$ cat config.mk
export PLATFORM = sky130hd
export DESIGN_NAME = zone_scan_scheduler
export DESIGN_NICKNAME = d
export VERILOG_FILES = /design/src/rtl/alarm_pkg.sv /design/src/rtl/zone_event_slot.sv /design/src/rtl/zone_scan_scheduler.sv
export SDC_FILE = /design/constraint.sdc
export NUM_CORES = 1
export LEC_CHECK = 0
export ABC_AREA = 1
export CORE_MARGIN = 1.5
export CORE_UTILIZATION = 47
export DETAILED_ROUTE_END_ITERATION = 7
export GPL_TIMING_DRIVEN = 0
export PLACE_DENSITY = 0.76
export RECOVER_POWER = 100
export SLEW_MARGIN = 20
export SYNTH_ARGS = -nofsm -noshare
export SYNTH_HDL_FRONTEND = slang
export SYNTH_HIERARCHICAL = 1
export SYNTH_SLANG_ARGS = --single-unit
$ cat constraint.sdc
create_clock -name iCLK -period 1.6 [get_ports iCLK]
set_input_delay 0.16 -clock iCLK [delete_from_list [all_inputs] [get_ports iCLK]]
set_output_delay 0.16 -clock iCLK [all_outputs]
set_load 0.01 [all_outputs]
$ cat src/rtl/alarm_pkg.sv
// Shared alarm definitions: scanner state encodings, zone-index width helper,
// scanner timing defaults and the alarm controller state codes used by the event consumer.
package alarm_pkg;

  typedef enum logic [1:0] {
    StIdle    = 2'd0,
    StSettle  = 2'd1,
    StSample  = 2'd2,
    StAdvance = 2'd3
  } scan_state_e;

  localparam int unsigned DEF_DWELL_TICKS  = 2;
  localparam int unsigned DEF_DEBOUNCE_CNT = 3;

  typedef enum logic [1:0] {
    AlarmDisarmed   = 2'd0,
    AlarmArmed      = 2'd1,
    AlarmEntryDelay = 2'd2,
    AlarmTriggered  = 2'd3
  } alarm_state_e;

  // Zone-index width; never narrower than one bit.
  function automatic int unsigned zw(input int unsigned num_zones);
    return (num_zones < 2) ? 1 : $clog2(num_zones);
  endfunction

endpackage

$ cat src/rtl/zone_event_slot.sv
// Single-entry valid/ready holding register for zone change events.
// o_free is high when a load may be accepted this cycle (empty, or draining now).
module zone_event_slot #(
  parameter int unsigned ZW = 2
) (
  input  logic          i_clk,
  input  logic          i_rst_n,
  input  logic          i_load,
  input  logic          i_ack,
  input  logic [ZW-1:0] i_zone,
  input  logic          i_level,
  output logic          o_valid,
  output logic [ZW-1:0] o_zone,
  output logic          o_level,
  output logic          o_free
);

  logic          r_valid;
  logic [ZW-1:0] r_zone;
  logic          r_level;

  always_ff @(posedge i_clk) begin
    if (!i_rst_n) begin
      r_valid <= 1'b0;
      r_zone  <= '0;
      r_level <= 1'b0;
    end else if (i_load) begin
      r_valid <= 1'b1;
      r_zone  <= i_zone;
      r_level <= i_level;
    end else if (i_ack && r_valid) begin
      r_valid <= 1'b0;
    end
  end

  assign o_free  = !r_valid || i_ack;
  assign o_valid = r_valid;
  assign o_zone  = r_zone;
  assign o_level = r_level;

endmodule

$ cat src/rtl/zone_scan_scheduler.sv
// Round-robin zone sensor scanner with per-zone debounce and a single-entry change event.
// Optional ZONE_MASK_EN adds iZONE_MASK: masked zones sample as 0.
module zone_scan_scheduler
  import alarm_pkg::*;
#(
  parameter int unsigned NUM_ZONES    = 3,
  parameter int unsigned DWELL_TICKS  = DEF_DWELL_TICKS,
  parameter int unsigned DEBOUNCE_CNT = DEF_DEBOUNCE_CNT
) (
  input  logic                        iCLK,
  input  logic                        iRST_N,
  input  logic                        iEN,
  input  logic                        iSENSE,
`ifdef ZONE_MASK_EN
  input  logic [NUM_ZONES-1:0]        iZONE_MASK,
`endif
  output logic [zw(NUM_ZONES)-1:0]    oZONE_SEL,
  output logic [NUM_ZONES-1:0]        oZONE_STATUS,
  output logic                        oEVENT_VALID,
  input  logic                        iEVENT_READY,
  output logic [zw(NUM_ZONES)-1:0]    oEVENT_ZONE,
  output logic                        oEVENT_LEVEL,
  output logic                        oSCAN_DONE
);

  localparam int unsigned ZW  = zw(NUM_ZONES);
  localparam int unsigned DBW = $clog2(DEBOUNCE_CNT + 1);
  localparam int unsigned DWW = $clog2(DWELL_TICKS + 1);

  localparam logic [ZW-1:0]  LastZone  = ZW'(NUM_ZONES - 1);
  localparam logic [DBW-1:0] DebLast   = DBW'(DEBOUNCE_CNT - 1);
  localparam logic [DWW-1:0] DwellLast = DWW'(DWELL_TICKS - 1);

  scan_state_e           r_state, w_state_d;
  logic [ZW-1:0]         r_sel, w_sel_d;
  logic [DWW-1:0]        r_dwell, w_dwell_d;
  logic [NUM_ZONES-1:0]  r_status, w_status_d;
  logic [DBW-1:0]        r_deb [NUM_ZONES];
  logic [DBW-1:0]        w_deb_d [NUM_ZONES];

  logic                  w_sample;
  logic                  w_differs;
  logic [DBW-1:0]        w_deb_cur;
  logic                  w_slot_free;
  logic                  w_load;

`ifdef ZONE_MASK_EN
  assign w_sample = iSENSE & ~iZONE_MASK[r_sel];
`else
  assign w_sample = iSENSE;
`endif

  assign w_differs = w_sample != r_status[r_sel];
  assign w_deb_cur = r_deb[r_sel];

  always_ff @(posedge iCLK) begin
    if (!iRST_N) begin
      r_state  <= StIdle;
      r_sel    <= '0;
      r_dwell  <= '0;
      r_status <= '0;
      r_deb    <= '{default: '0};
    end else begin
      r_state  <= w_state_d;
      r_sel    <= w_sel_d;
      r_dwell  <= w_dwell_d;
      r_status <= w_status_d;
      r_deb    <= w_deb_d;
    end
  end

  always_comb begin
    w_state_d  = r_state;
    w_sel_d    = r_sel;
    w_dwell_d  = r_dwell;
    w_status_d = r_status;
    w_deb_d    = r_deb;
    w_load     = 1'b0;
    unique case (r_state)
      StIdle: begin
        w_sel_d   = '0;
        w_dwell_d = '0;
        if (iEN) w_state_d = StSettle;
      end
      StSettle: begin
        if (r_dwell == DwellLast) begin
          w_dwell_d = '0;
          w_state_d = StSample;
        end else begin
          w_dwell_d = r_dwell + 1'b1;
        end
      end
      StSample: begin
        if (!w_differs) begin
          w_deb_d[r_sel] = '0;
          w_state_d      = StAdvance;
        end else if (w_deb_cur < DebLast) begin
          w_deb_d[r_sel] = w_deb_cur + 1'b1;
          w_state_d      = StAdvance;
        end else if (w_slot_free) begin
          w_status_d[r_sel] = w_sample;
          w_deb_d[r_sel]    = '0;
          w_load            = 1'b1;
          w_state_d         = StAdvance;
        end
        // Slot busy: stay here holding the counter so the change is never dropped.
      end
      StAdvance: begin
        if (!iEN) begin
          w_sel_d   = '0;
          w_state_d = StIdle;
        end else begin
          w_sel_d   = (r_sel == LastZone) ? '0 : r_sel + 1'b1;
          w_state_d = StSettle;
        end
      end
      default: w_state_d = StIdle;
    endcase
  end

  zone_event_slot #(
    .ZW(ZW)
  ) u_event_slot (
    .i_clk   (iCLK),
    .i_rst_n (iRST_N),
    .i_load  (w_load),
    .i_ack   (iEVENT_READY),
    .i_zone  (r_sel),
    .i_level (w_sample),
    .o_valid (oEVENT_VALID),
    .o_zone  (oEVENT_ZONE),
    .o_level (oEVENT_LEVEL),
    .o_free  (w_slot_free)
  );

  assign oZONE_SEL    = r_sel;
  assign oZONE_STATUS = r_status;
  assign oSCAN_DONE   = (r_state == StAdvance) && (r_sel == LastZone);

endmodule

==> run summary <==
status - completed
PnR worst setup slack - 0.0903 ns
maximum number of pins on one net before global-route repair - 12
Unique masters post-synth - 25
CTS tree - yes
Crit. End Element - register
Slew headroom - 0.775
# clock sinks - 19
ANT cells - 0
Clock Latency Late Sink - 0.30 ns
initial antenna violation count - 0
Worst Tran Pin Value - 0.337 ns
Arrival @ worst endpoint - 1.71 ns
I/O Buffers - 14
final core occ - 0.604
max frequency - 0.662 GHz
drt pass-1 iters - 4
HP Start - r_dwell[1]
Ys Warns - 6
GP Congestion - 0.722
Worst Skew - 0.00608 ns
Yosys top cell area share - 0.359
# DRC - 0
R2R cell count - 9
Post-Syn Area - 1060 µm²
clk root buf - clkbuf_4
Sequential cell area - 389 µm²
Hold Path Depth - 1
Data required, critical path - 1.80 ns
mux cell area share after synthesis - 0
Post-Layout Cell Count - 200
Syn Inst Count - 152
CTS Buffer Depth - 2
XOR/XNOR share of the synthesized area - 0
Post-Layout Inst Area - 1310 µm²
Layout area overhead - 23.7%
row cnt - 17
Maximum Capacitance Violations - 0
flop2flop setup slack - 0.09 ns
post-synth top area cell - dfxtp_1
Final min period - 1.51 ns
initial core utilization - 0.488
Overflow after GRT - 0
Synth area leaders - dfxtp_1, nor2_1, nand2_1
Via Count - 991
Worst Path Buf+Inv - 3
placed cells - 194
Post-DRT Antenna Nets - 0
vias in the first global route - 900
first-pass GRT wire length - 3530 µm
Nets - 183
P_leak - 0.670 nW
area occupied by multi-input gates - 596 µm²
post-synth net total - 162
die height - 50.5 µm
pre-CTS WS - -0.0844 ns
Fillers - 207
post-synthesis sequential area ratio - 0.359
Fin. Hold Viols - 0
worst hold endpoint - r_dwell[1]
Peak VDD IR - 0.862 mV
Syn Area/Cell - 6.97 µm²
post-synthesis compound-gate area fraction - 0.109
Worst path top cell family by delay - simple AND/OR/NAND/NOR gates
final setup fails - 0
Crit Reg-Reg Startpoint - oZONE_SEL[0]
CP Cell Sequence - inv_4 -> nand2_2 -> o211ai_4 -> nand2_2 -> inv_2 -> and3_2 -> inv_2 -> nor2_1 -> nor2_1
DP Area - 1230 µm²
Setup crit start kind - register
hold slack - 0.485 ns
RSZ-0062 raised after global routing - false
Worst R2R End - u_event_slot/o_zone[1]
Detailed Route WL - 2190 µm
PD cells - 1270 nW/µm²
wire length per cell - 11.0 µm
critical path peak fanout - 6
GRT Total Usage - 0.186
core area - 2170 µm²
crit-path max cell delay - 0.39 ns
post-synthesis register bit count - 19
main combinational cell family by area after synthesis - simple AND/OR/NAND/NOR gates
Total Power - 1.67 mW
starting DRC count in detailed routing - 23
clock transition at the registers of the reported paths - 0.10 ns
Hold-fix buffers, CTS - 0
Synth Area in Adders - 0.0590
DP Wirelength - 1680 µm
DR vias/cell - 4.96
Total Die Area - 2550 µm²
final setup TNS - 0 ns
Post-Synth Simple-Gate Area - 0.372
slowest CP cell - dfxtp_4
Worst Hold Class - register to register
fin crit share - 0.944
share of layout cells above drive strength 1 - 0.174
kind of critical path - register to register
Inserted Clock Buffers - 3
Die X - 50.5 µm
Top Ports - 15
Slew Limit Fails - 0
H-tree depth - 1
registers in the layout, indices dropped and copies added, names as in the netlist:
register              count
r_deb                     6
u_event_slot/o_level      1
u_event_slot/o_zone       2
oZONE_SEL                 2
r_state                   2
u_event_slot/o_valid      1
r_dwell                   2
oZONE_STATUS              3
Yosys cell counts (all sizes together):
cell / n
dfxtp: 19
a221oi: 1
nand2: 33
a211oi: 3
nand3: 10
and3b: 1
nor3b: 1
nor2: 33
buf: 2
o211ai: 1
and3: 1
inv: 26
o21ai: 4
o211a: 1
nand4: 4
a22oi: 1
a21oi: 6
ha: 5
power by group:
group          switching, mW  leakage [nW]  internal, mW
logic                  0.455         0.496         0.302
registers             0.0984         0.156         0.571
clock network          0.152        0.0177        0.0934
total                  0.705         0.670         0.967
area by class of cell:
class                   count  area share
well taps                  28      0.0267
inverters                  26      0.0763
multi-input cells         105       0.454
repair buffers             16       0.117
clock buffers               3      0.0172
clock inverters             1     0.00382
flip-flops and latches     19       0.297
plain buffers               2     0.00763
routing by layer:
metal,wire length [µm],share of wire,global-route usage,up-vias
met4,57,0.026,0.126,0
met2,1110,0.51,0.340,17
met5,0,0,0,-
met3,70,0.032,0.0268,5
met1,956,0.44,0.195,448
li1,-,-,-,521
cell families (layout without fill, tap and decap cells):
family,Yosys count,after routing
compound gates,17,17
buf+inv,28,48
flops,19,19
fa+ha+maj,5,5
simple gates,83,83
layout by cell type, fill, tap and decap left out, types with 4 or more instances in the layout:
master and n:
nand3_1 7, dlygate4sd3_1 5, clkbuf_4 4, a21oi_1 5
nor2_1 31, dfxtp_1 16, nand2_1 29, inv_1 22
ha_1 5, clkdlybuf4s50_1 8, o21ai_0 4
worst max path at each step:
| stage | start | end | slack (ns) | cells past startpoint |
|---|---|---|---|---|
| 2_1_floorplan | oZONE_SEL[0] | u_event_slot/o_zone[1] | 0.06 | 10 |
| 3_3_place_gp | oZONE_SEL[0] | u_event_slot/o_zone[0] | -0.05 | 10 |
| 3_5_place_dp | oZONE_SEL[1] | u_event_slot/o_zone[1] | -0.08 | 8 |
| 4_1_cts | oZONE_SEL[0] | u_event_slot/o_zone[0] | 0.03 | 9 |
| 5_1_grt | oZONE_SEL[0] | u_event_slot/o_level | 0.01 | 9 |
| 6_report | oZONE_SEL[0] | u_event_slot/o_zone[1] | 0.09 | 9 |
repair_timing:
action,in CTS,in global routing
pin swaps,0,1
endpoints found under the setup margin,7,4
buffers inserted,0,2
gates resized for setup,10,4
Power figures use the tool's default switching activity.
